==> src/rtl/rstseq_pkg.sv <==
// Shared types and helpers for the reset sequencer: FSM state encoding
// and the counter terminal-count compare used by the sequencer and pulse stretchers.
package rstseq_pkg;

    typedef enum logic [1:0] {
        RST_HOLD  = 2'd0,
        WAIT_LOCK = 2'd1,
        GREL      = 2'd2,
        RUN       = 2'd3
    } state_t;

    localparam int NDOM = 4;

    function automatic logic cnt_tc(input logic [31:0] cnt, input logic [31:0] tc);
        return cnt == tc;
    endfunction

endpackage

==> src/rtl/rstseq_pls.sv <==
// Single-domain soft-reset pulse stretcher: a request while enabled produces a
// PULSE_CYC-cycle pulse; a new request restarts it at full length.
module rstseq_pls
    import rstseq_pkg::*;
#(
    parameter int CW        = 8,
    parameter int PULSE_CYC = 4
) (
    input  logic clk,
    input  logic rst_,
    input  logic en,
    input  logic clr,
    input  logic req,
    output logic pls
);

    logic [CW-1:0] cnt;

    always_ff @(posedge clk or negedge rst_) begin
        if (!rst_) begin
            cnt <= '0;
            pls <= 1'b0;
        end else if (clr) begin
            cnt <= '0;
            pls <= 1'b0;
        end else if (en && req) begin
            cnt <= '0;
            pls <= 1'b1;
        end else if (pls) begin
            if (cnt_tc(32'(cnt), 32'(PULSE_CYC - 1))) begin
                cnt <= '0;
                pls <= 1'b0;
            end else begin
                cnt <= cnt + 1'b1;
            end
        end
    end

endmodule

==> src/rtl/rstseq04.sv <==
// Reset sequencer: holds global reset after any cause, waits for PLL lock, then
// releases four domains in a staggered order and services per-domain soft-reset pulses.
module rstseq04
    import rstseq_pkg::*;
#(
    parameter int HOLD_CYC  = 16,
    parameter int STEP_CYC  = 8,
    parameter int PULSE_CYC = 4,
    parameter int CW        = 8
) (
    input  logic       clk,
    input  logic       rst_,
    input  logic       locked,
    input  logic       swrst_req,
    input  logic [3:0] dmrst_req,
    output logic       grst_,
    output logic [3:0] rstmsk,
    output logic       ready
);

    // state | meaning
    // RST_HOLD  | global reset asserted, counting hold cycles
    // WAIT_LOCK | global reset asserted, waiting for PLL lock
    // GREL      | global reset released, domains released one per step
    // RUN       | all domains out of reset, soft-reset pulses serviced

    state_t        state, state_nxt;
    logic [CW-1:0] cnt, cnt_nxt;
    logic [1:0]    idx, idx_nxt;
    logic [3:0]    msk, msk_nxt;
    logic [3:0]    pls;
    logic          cause;
    logic          run_st;

    assign run_st = (state == RUN);
    assign cause  = swrst_req || (!locked && (state == GREL || state == RUN));

    always_comb begin
        state_nxt = state;
        cnt_nxt   = cnt;
        idx_nxt   = idx;
        msk_nxt   = msk;
        if (cause) begin
            state_nxt = RST_HOLD;
            cnt_nxt   = '0;
            idx_nxt   = '0;
            msk_nxt   = 4'hF;
        end else begin
            case (state)
                RST_HOLD: begin
                    if (cnt_tc(32'(cnt), 32'(HOLD_CYC))) begin
                        state_nxt = WAIT_LOCK;
                        cnt_nxt   = '0;
                    end else begin
                        cnt_nxt = cnt + 1'b1;
                    end
                end
                WAIT_LOCK: begin
                    if (locked) begin
                        state_nxt = GREL;
                        cnt_nxt   = '0;
                        idx_nxt   = '0;
                    end
                end
                GREL: begin
                    if (cnt_tc(32'(cnt), 32'(STEP_CYC - 1))) begin
                        cnt_nxt      = '0;
                        msk_nxt[idx] = 1'b0;
                        idx_nxt      = idx + 1'b1;
                        if (idx == 2'd3) state_nxt = RUN;
                    end else begin
                        cnt_nxt = cnt + 1'b1;
                    end
                end
                RUN: ;
                default: begin
                    state_nxt = RST_HOLD;
                    cnt_nxt   = '0;
                    idx_nxt   = '0;
                    msk_nxt   = 4'hF;
                end
            endcase
        end
    end

    always_ff @(posedge clk or negedge rst_) begin
        if (!rst_) begin
            state <= RST_HOLD;
            cnt   <= '0;
            idx   <= '0;
            msk   <= 4'hF;
            grst_ <= 1'b0;
            ready <= 1'b0;
        end else begin
            state <= state_nxt;
            cnt   <= cnt_nxt;
            idx   <= idx_nxt;
            msk   <= msk_nxt;
            grst_ <= (state_nxt == GREL) || (state_nxt == RUN);
            ready <= (state_nxt == RUN);
        end
    end

    for (genvar i = 0; i < NDOM; i++) begin : g_pls
        rstseq_pls #(
            .CW       (CW),
            .PULSE_CYC(PULSE_CYC)
        ) u_pls (
            .clk (clk),
            .rst_(rst_),
            .en  (run_st),
            .clr (cause),
            .req (dmrst_req[i]),
            .pls (pls[i])
        );
    end

    // Sequencer mask and run-time pulses combine per domain.
    assign rstmsk = msk | pls;

endmodule

==> config.mk <==
export PLATFORM = sky130hd
export DESIGN_NAME = rstseq04
export DESIGN_NICKNAME = d
export VERILOG_FILES = /design/src/rtl/rstseq_pkg.sv /design/src/rtl/rstseq_pls.sv /design/src/rtl/rstseq04.sv
export SDC_FILE = /design/constraint.sdc
export NUM_CORES = 1
export LEC_CHECK = 0
export ABC_AREA = 1
export BUFFER_PORTS_ARGS = -buffer_cell sky130_fd_sc_hd__buf_2
export CORE_ASPECT_RATIO = 1.75
export CORE_MARGIN = 3
export CORE_UTILIZATION = 56
export DETAILED_ROUTE_END_ITERATION = 10
export PLACE_DENSITY = 0.85
export SETUP_SLACK_MARGIN = 0.4
export SLEW_MARGIN = 20
export SYNTH_ARGS = -nofsm -noshare
export SYNTH_HDL_FRONTEND = slang
export SYNTH_HIERARCHICAL = 1
export SYNTH_SLANG_ARGS = --single-unit
==> constraint.sdc <==
create_clock -name clk -period 1.8 [get_ports clk]
set_input_delay 0.36 -clock clk [delete_from_list [all_inputs] [get_ports clk]]
set_output_delay 0.36 -clock clk [all_outputs]
set_load 0.05 [all_outputs]
# --- After elaboration in Yosys (flattened, before gate mapping) ---
# Cells that the tools add are included.
# Widths: inputs -> output; s select.
totals:
  wordCells: 113
  output_inout_bits: 6
  ff_bits: 54
  in_bits: 8
classes:
  n_lt_le_gt_ge: 2
  eq_ne: 14
  n_addsub: 6
  bitwise: 3
  n_reduce_logical: 22
  n_mux: 52
ops:
  columns: ["op", "count"]
  rows:
  - ["$mux 8", 20]
  - ["$add 8x1->8 const B", 5]
  - ["$eq 8x2->1 const B", 4]
  - ["$pmux 8 s3", 1]
  - ["$mux 1", 17]
  - ["$mux 2", 8]
  - ["$reduce_bool 3->1", 5]
  - ["$mux 4", 3]
  - ["$eq 2x2->1 const B", 5]
  - ["$eq 8x3->1 const B", 1]
  - ["$eq 8x5->1 const B", 1]
  - ["$logic_and 1x1->1", 6]
  - ["$pmux 2 s3", 1]
  - ["$and 4x4->4", 1]
  - ["$not 4->4", 1]
  - ["$or 4x4->4", 1]
  - ["$pmux 2 s2", 1]
  - ["$reduce_and 2->1", 2]
  - ["$reduce_bool 2->1", 2]
  - ["$reduce_bool 4->1", 1]
  - ["$logic_or 1x1->1", 3]
  - ["$lt 2x3->1 const B", 1]
  - ["$ne 3x2->1 const B", 1]
  - ["$ne 3x3->1 const B", 1]
  - ["other kinds (7)", 7]

# --- Depth between registers and ports, before layout ---
# Gate-level depths: netlist of the first run.
depth:
  depth_word: 9
  depth_mapped: 13
  mapped_depth_nobuf: 12

# --- Modules after synthesis ---
# The synthesis of the first run kept the hierarchy.
modules_own_cells:
  columns: ["module", "area_per_inst_um2", "n_inst", "cells_each", "seq_area_each_um2"]
  rows:
  - ["rstseq_pls", 556.8, 4, 74, 225.2]
  - ["rstseq04", 1307.5, 1, 168, 455.4]

# --- Worst setup path after synthesis of the first run ---
# OpenSTA, ideal clock, no wires.
synth_path:
  kind: "reg2reg"
  startpoint: "register state[0]"
  endpoint: "register g_pls[0].u_pls.cnt[4]"
  setup_time_ns: 0.120
  n_path_buf: 0
  t_required_ns: 1.680
  path_stages_with_launch: 11
  arrival_ns: 1.573
  period_less_slack_ns: 1.693
  path_slack_ns: 0.107
  path_cell_list: "dfrtp_1 > ha_1 > inv_1 > nand2_4 > nand2_4 > nand2_4 > nor2_1 > nand2_2 > nand2_1 > xor2_1 > nor2_2"
synth_between:
  elab_chain_len: 5
  word_cells_on_any_way: 9
  cone_classes: "eq/ne: 2; mux: 2; reduce/logical: 5"
synth_lines:
  columns: ["element", "line_no", "rtl"]
  rows:
  - ["start: declaration", "rstseq04.sv:27", "state_t state, state_nxt;"]
  - ["start signal: assignment", "rstseq04.sv:95", "state <= state_nxt;"]
  - ["$eq 2x2->1 *", "rstseq04.sv:35", "assign run_st = (state == RUN);"]
  - ["via run_st", "rstseq04.sv:33", "logic run_st;"]
  - ["$logic_or 1x1->1 *", "rstseq04.sv:36", "assign cause = swrst_req || (!locked && (state == GREL || state == RUN));"]
  - ["$logic_and 1x1->1 *", "rstseq04.sv:36", null]
  - ["$logic_or 1x1->1 *", "rstseq04.sv:36", null]
  - ["via cause", "rstseq04.sv:32", "logic cause;"]
  - ["$reduce_bool 3->1 (no line) or $mux 8 (tied branches)", null, null]
  - ["end signal: assignment", "rstseq_pls.sv:34", "cnt <= cnt + 1'b1;"]
  - ["end: declaration", "rstseq_pls.sv:17", "logic [CW-1:0] cnt;"]
# The timed path passes the listed nets; every way through them passes the cells marked *.
# A chain may end at the register's enable or synchronous reset.

# --- Final worst setup path of the first run ---
layout_path:
  startpoint: "register state[0]"
  endpoint: "register g_pls[0].u_pls.cnt[3]"
layout_between:
  elab_chain_len: 5
  word_cells_on_any_way: 9
  cone_classes: "eq/ne: 2; mux: 2; reduce/logical: 5"
layout_lines:
  columns: ["element", "line_no"]
  rows:
  - ["$eq 2x2->1", "rstseq04.sv:36"]
  - ["$logic_or 1x1->1 *", "rstseq04.sv:36"]
  - ["$logic_and 1x1->1 *", "rstseq04.sv:36"]
  - ["$logic_or 1x1->1 *", "rstseq04.sv:36"]
  - ["via cause", "rstseq04.sv:32"]
  - ["$reduce_bool 3->1 (no line) or $mux 8 (tied branches)", null]
# Marked as above.

==> implementation parameters, run 1 <==
Parameter                              Value

Outcome
  Outcome ... finished with violations
  Violations in the final reports ... hold timing

Routing
  Number of detailed-routing iterations run before antenna repair ... 7
  Total via count after detailed routing ... 3518
  Remaining antenna violation count after routing ... 0
  Starting DRT DRC Count ... about 250
  Detailed Route WL ... 10.62 mm
  DRC violation count after routing ... 0
  Routed len/inst ... 17.73 um
  Via-per-instance ratio ... 5.873

Die
  Width of the chip ... 66.06 um
  Standard-cell rows ... 37
  Area of the core ... 6018 um^2
  Total die area ... approximately 7300 um^2
  Vert. Die Dim ... 111.1 um
  Number of I/O pins ... 14
  Initial cell density of the core ... 0.5873

Critical path
  Data arrival time at the worst-slack endpoint ... roughly 2 ns
  CP max FO ... 8
  Worst path required time ... just over 2 ns
  Startpoint Class ... flop
  CP Class ... flop to flop
  Type of destination of the critical path ... flop

Pwr
  Power, Total ... between 3 and 4 mW
  Pwr Density ... 743.2 nW/um^2
  VDD IR max ... 0.5633 mV
  Standby leakage power ... 2.100 nW

Synthesis
  Number of enable flip-flop cells after synthesis ... 0
  Gate count after technology mapping ... 464
  Leading post-synthesis cells by cell area ... dfrtp_1 35%, nand2_1 15%, nor2_2 6.0%
  Cell Area, Synth ... about 3500 um^2
  Leading register cell type out of synthesis ... dfrtp_1
  Net count after synthesis ... 486
  Warnings, synthesis ... 6
  Sequential fraction of the synthesis area ... 0.3837
  Ranking of synthesized cells by instance count ... 138 x nand2_1, 50 x dfrtp_1, 40 x inv_1, 34 x nor2_2, 27 x nand2_2
  Average size of a mapped cell ... 7.618 um^2
  Biggest area consumer among synthesized cells ... dfrtp_1
  Number of unique standard cell types used by synthesis ... 29
  Count of state elements after synthesis ... 54
  Leading cell type by number of instances after synthesis ... nand2_1
  Proportion of register bits with asynchronous set or reset after synthesis ... 1.000
  Synth top area share ... 0.3540

Flow run
  Number of maximum-capacitance constraint violations ... 0

Timing
  Max Fclk ... 575.1 MHz
  Final count of negative-setup-slack endpoints ... 0
  Pin slew with the least headroom to its limit ... 0.3628 ns
  Final period demand of the worst path ... 1.739 ns
  Worst clock skew ... 0.01663 ns
  Hold violation total from the final report ... 8
  Slew Viols, Final ... 0
  Unrepaired setup endpoints after global routing ... yes
  Setup TNS ... 0 ns
  Hold Worst Slack ... -0.009408 ns
  Final period utilization ... 0.9660
  Slew Limit Headroom ... 0.7579

Placed design
  Gpl congestion ... 0.8750
  Half-perimeter wire length after detailed placement ... 5.262 mm
  Number of instances in the placed design ... 556
  Port Buffers ... 13

Clock tree
  Clock latency at the later pin of the worst-skew pair ... 0.34 ns
  Total CTS buffers ... 5
  Clock H-tree levels ... 2
  Register clock-pin slew on the reported worst setup and hold paths ... between 0.1 and 0.15 ns
  Buffer cell driving the clock tree root ... clkbuf_8
  Clock Tree Buf Depth ... 2
  Number of hold buffers added after cts ... 0
  CTS Sinks ... 54
  CTS tree ... yes

Layout
  Area growth from synthesis to layout ... 29.42%
  Net count reported at finish ... 542
  Total inserted antenna cells ... 0
  Non-filler instance count after layout ... around 600
  Fraction of layout instances using a drive strength above 1 ... 0.4722

GRT
  Antenna violations before repair ... 1
  First-pass GRT wire length ... 14.88 mm
  Largest net degree at the start of global routing ... 55
  Global Route Usage Sum ... 0.2591
  Number of global-route vias before repair ... 3424
  Total grt overflow ... 0

Min path
  Path class of the lowest-slack min-delay path ... input pin to async pin
## critical path: stages, from the launching register on
cell,delay [ns]
dfrtp_2,0.45
inv_2,0.08
ha_4,0.18
inv_6,0.06
nand2_4,0.06
nand2_8,0.10
nand2_8,0.11
nor2_4,0.15
nand2_4,0.10
nand2_2,0.08
xor2_1,0.21
nor2_2,0.05
## through the flow
step	instance area [um^2]	util	setup WS [ns]	hold WS [ns]
floorplan	3621	-	0.1397	0.06441
global placement	3792	0.6301	0.1074	0.3798
detailed placement	3792	0.6301	0.04076	0.3797
CTS	4262	0.7081	0.1343	0.01847
global route	4574	0.7601	0.01138	0.005217
finish	4574	0.7601	0.06115	-0.009408
## timing repair
item,4_1_cts,5_1_grt
gates cloned,2,1
endpoints found under the setup margin,54,58
gates resized for setup,51,50
pin swaps,19,27
buffers inserted,23,9
## sequential cells by signal (all words and copies together), names as in the netlist
signal	cells
grst_	1
state	2
ready	1
cnt	8
msk	4
idx	2
g_pls.u_pls/cnt	32
g_pls.u_pls/pls	4
## cells in the final DEF, fill, tap and decap left out, types with 5 or more instances in the layout
master	synthesis	routed
ha_1	14	9
inv_2	24	29
nor2_2	34	42
nand3_1	19	17
ha_4	0	5
nand2_4	4	7
nand4_1	17	17
o21ai_1	13	8
nand2_1	138	118
buf_2	0	9
nand3_2	5	5
nor2_1	23	10
dfrtp_1	50	48
inv_1	40	32
nand2_2	27	43
a21oi_1	14	8
buf_8	1	5
nor2_4	7	12
xor2_2	0	8
a21oi_2	5	7
buf_4	0	29
clkbuf_8	0	6
## report_power, final
group          switching (mW)  total, mW  internal (mW)  leakage [nW]
combinational           0.793       1.27          0.480          1.32
sequential             0.0793       1.35           1.27         0.735
clock                   0.461      0.779          0.318        0.0478
total                    1.33       3.40           2.07          2.10
## final timing paths
kind | startpoint | slack, ns | to | depth (start not counted)
max | state[0]$_DFF_PN0_ | 0.06 | g_pls[0].u_pls/cnt[3]$_DFFE_PN0P_ | 11
min | rst_ | -0.009 | g_pls[0].u_pls/cnt[2]$_DFFE_PN0P_ | 2
max reg2reg | state[0]$_DFF_PN0_ | 0.06 | g_pls[0].u_pls/cnt[3]$_DFFE_PN0P_ | 11
min reg2reg | msk[1]$_DFFE_PN1P_ | 0.50 | msk[1]$_DFFE_PN1P_ | 2
max in group asynchronous | rst_ | 1.48 | msk[3]$_DFFE_PN1P_ | 2
min in group clk | dmrst_req[1] | 0.39 | g_pls[1].u_pls/pls$_DFF_PN0_ | 3
## kinds of logic (layout without fill, tap and decap cells)
| kind of cell | Yosys count | after routing | share of synthesized area |
|---|---|---|---|
| AO/OA/AOI/OAI | 35 | 35 | 0.05628 |
| XOR/XNOR | 12 | 12 | 0.02973 |
| adder cells (fa/ha/maj) | 14 | 14 | 0.04956 |
| buffers and inverters | 69 | 124 | 0.08071 |
| flip-flops | 54 | 54 | 0.3837 |
| multiplexers | 1 | 1 | 0.002832 |
| AND/OR/NAND/NOR | 279 | 281 | 0.3972 |
## layer usage
metal	GRT usage	wire, um
met4	0.1655	893
met2	0.4558	5452
met3	0.05274	617
met5	0	13
met1	0.2670	3641
## area by class of cell
| cell class | instances | area, um^2 |
|---|---|---|
| flip-flops and latches | 54 | 1359 |
| fillers | 370 | 1444 |
| clock inverters | 2 | 16.27 |
| repair buffers | 48 | 411.6 |
| well taps | 78 | 97.59 |
| inverters | 67 | 276.5 |
| clock buffers | 6 | 82.58 |
| multi-input cells | 343 | 2320 |
| repair inverters | 1 | 11.26 |
No activity file was read; power rests on OpenSTA's default activity.
==> run 2, diff against run 1 <==
- BUFFER_PORTS_ARGS: -buffer_cell sky130_fd_sc_hd__buf_2 -> -buffer_cell sky130_fd_sc_hd__buf_4
==> run 2 against run 1 <==
Net effect:
- the run now ends clean
- sequential share of layout area increased by 1.5 points
- critical path type unchanged
- fmax increased by 1.6%
- cell count decreased by 3.2%
==> implementation parameters, run 2 (synthesized netlist as in run 1, its figures left out) <==
Parameter                              Value

GRT
  Number of global-route vias before repair ... 3210
  Largest net degree at the start of global routing ... 55
  Antenna violations before repair ... 0
  First-pass GRT wire length ... 13.86 mm
  Global Route Usage Sum ... 0.2370
  Total grt overflow ... 0

Timing
  Hold violation total from the final report ... 0
  Final count of negative-setup-slack endpoints ... 0
  Final period utilization ... 0.9505
  Setup TNS ... 0 ns
  Hold Worst Slack ... 0.06351 ns
  Unrepaired setup endpoints after global routing ... yes
  Pin slew with the least headroom to its limit ... about 0.7 ns
  Slew Viols, Final ... 0
  Max Fclk ... 584.5 MHz
  Worst clock skew ... 0.01198 ns
  Final period demand of the worst path ... approximately 1.7 ns
  Slew Limit Headroom ... 0.5335

Routing
  Number of detailed-routing iterations run before antenna repair ... 4
  DRC violation count after routing ... 0
  Remaining antenna violation count after routing ... 0
  Detailed Route WL ... 8.723 mm
  Total via count after detailed routing ... between 3k and 4k
  Starting DRT DRC Count ... ~220
  Routed len/inst ... 15.04 um
  Via-per-instance ratio ... approximately 5.5

Pwr
  Standby leakage power ... 2.020 nW
  Pwr Density ... 770.7 nW/um^2
  VDD IR max ... 1.138 mV

Clock tree
  Register clock-pin slew on the reported worst setup and hold paths ... 0.10 ns
  Clock Tree Buf Depth ... 2
  Clock latency at the later pin of the worst-skew pair ... 0.33 ns
  CTS Sinks ... 54
  Buffer cell driving the clock tree root ... clkbuf_8
  Total CTS buffers ... 5
  CTS tree ... yes
  Clock H-tree levels ... 2

Flow run
  Number of maximum-capacitance constraint violations ... 0

Critical path
  CP max FO ... 8
  Startpoint Class ... flop
  FF-to-FF path depth ... 12
  R2R Path Start ... state[0]$_DFF_PN0_
  Type of destination of the critical path ... flop
  Worst path required time ... 2.02 ns
  Endpoint of the most critical register-to-register path ... g_pls[0].u_pls/cnt[7]$_DFFE_PN0P_
  Data arrival time at the worst-slack endpoint ... roughly 1.9 ns
  Register-to-register setup slack ... 0.09 ns
  CP Class ... flop to flop

Die
  Width of the chip ... 66.06 um
  Area of the core ... approximately 6000 um^2
  Total die area ... 7339 um^2
  Initial cell density of the core ... 0.5873
  Vert. Die Dim ... 111.1 um
  Number of I/O pins ... 14
  Standard-cell rows ... 37

Layout
  Largest register FFs ... 32
  Area growth from synthesis to layout ... 23.19%
  Fraction of layout instances using a drive strength above 1 ... 0.4163
  Largest reg by FF count ... g_pls.u_pls/cnt
  Non-filler instance count after layout ... 580
  Fill cell count ... 422
  Total inserted antenna cells ... 0
  Most used cells in the layout excluding fill and tap cells ... 122 x nand2_1, 48 x dfrtp_1, 38 x nand2_2
  Most common library cell in the layout ignoring fill and taps ... nand2_1
  Largest regs ... g_pls.u_pls/cnt (32), cnt (8)
  Utilization after layout ... 0.7235
  Net count reported at finish ... approximately 520

Placed design
  Gpl congestion ... 0.8672
  Port Buffers ... 13
  Half-perimeter wire length after detailed placement ... 5.499 mm
  Number of instances in the placed design ... about 560

Outcome
  Outcome ... complete, no violations

Min path
  Path class of the lowest-slack min-delay path ... input pin to async pin
[run 2: cell count changes in the layout (fill, tap and decap cells not counted), moves of 2 or more]
cell	change
nand3_1	+2
buf_2	-9
nand2_1	+4
nand2_2	-5
nor2_2	-5
a21oi_2	-2
nor2_1	+5
buf_4	-2
bufinv_16	+2
ha_4	-2
ha_1	+2
buf_6	-3
inv_1	+2
buf_12	-2
[run 2: per-layer routing]
layer / vias to the layer above / track usage / routed length, um
li1: 1514 / - / -
met1: 1551 / 0.2646 / 3208
met2: 97 / 0.4283 / 4927
met3: 30 / 0.03043 / 285
met4: 0 / 0.1099 / 301
met5: - / 0 / 0
[run 2: repair_timing]
action	4_1_cts	5_1_grt
hold buffers	0	0
pin swaps	8	21
hold endpoints to repair	0	0
setup endpoints to repair	54	56
resized for setup	27	39
gates cloned	1	0
buffers inserted	10	6
[run 2: worst max-delay path by stage]
stage	start	endpoint	depth (start not counted)
after floorplan	state[0]$_DFF_PN0_	g_pls[0].u_pls/cnt[4]$_DFFE_PN0P_	12
after global placement	state[0]$_DFF_PN0_	g_pls[1].u_pls/cnt[0]$_DFFE_PN0P_	11
after detailed placement	state[0]$_DFF_PN0_	g_pls[1].u_pls/cnt[0]$_DFFE_PN0P_	11
after CTS	state[1]$_DFF_PN0_	g_pls[3].u_pls/cnt[4]$_DFFE_PN0P_	10
after global routing	state[0]$_DFF_PN0_	g_pls[0].u_pls/cnt[7]$_DFFE_PN0P_	12
final	state[0]$_DFF_PN0_	g_pls[0].u_pls/cnt[7]$_DFFE_PN0P_	12
[run 2: worst max-delay path, cell delays in order (launching register included)]
cell and delay [ns]:
dfrtp_2 0.44, inv_2 0.07, ha_4 0.17, clkinv_4 0.05, nand2_4 0.06, nand2_4 0.11
nand2_8 0.11, nor2_4 0.13, nand2_4 0.11, nand3_2 0.10, nor2_1 0.05, nor2_1 0.15
nor2_2 0.06
[run 2: final cells by class]
class	count	area (um^2)	area share
timing repair buffer	31	262.8	0.06034
inverter	67	266.5	0.06121
multi-input combinational	342	2226	0.5112
clock buffer	6	82.58	0.01897
clock inverter	2	60.06	0.01379
sequential	54	1359	0.3121
tap	78	97.59	0.02241
[run 2: stage by stage]
stage	setup slack, ns	instance area (um^2)	power (mW)
floorplan	0.1397	3621	1.960
global placement	0.1245	3805	2.112
detailed placement	0.05038	3805	2.138
CTS	0.1670	4130	3.228
global route	-0.001784	4354	3.496
finish	0.08903	4354	3.356
[run 2: power by group]
part	total [mW]	internal, mW	switching (mW)
combinational	0.987	0.328	0.659
clock	1.02	0.594	0.429
sequential	1.35	1.27	0.0781
total	3.36	2.19	1.17
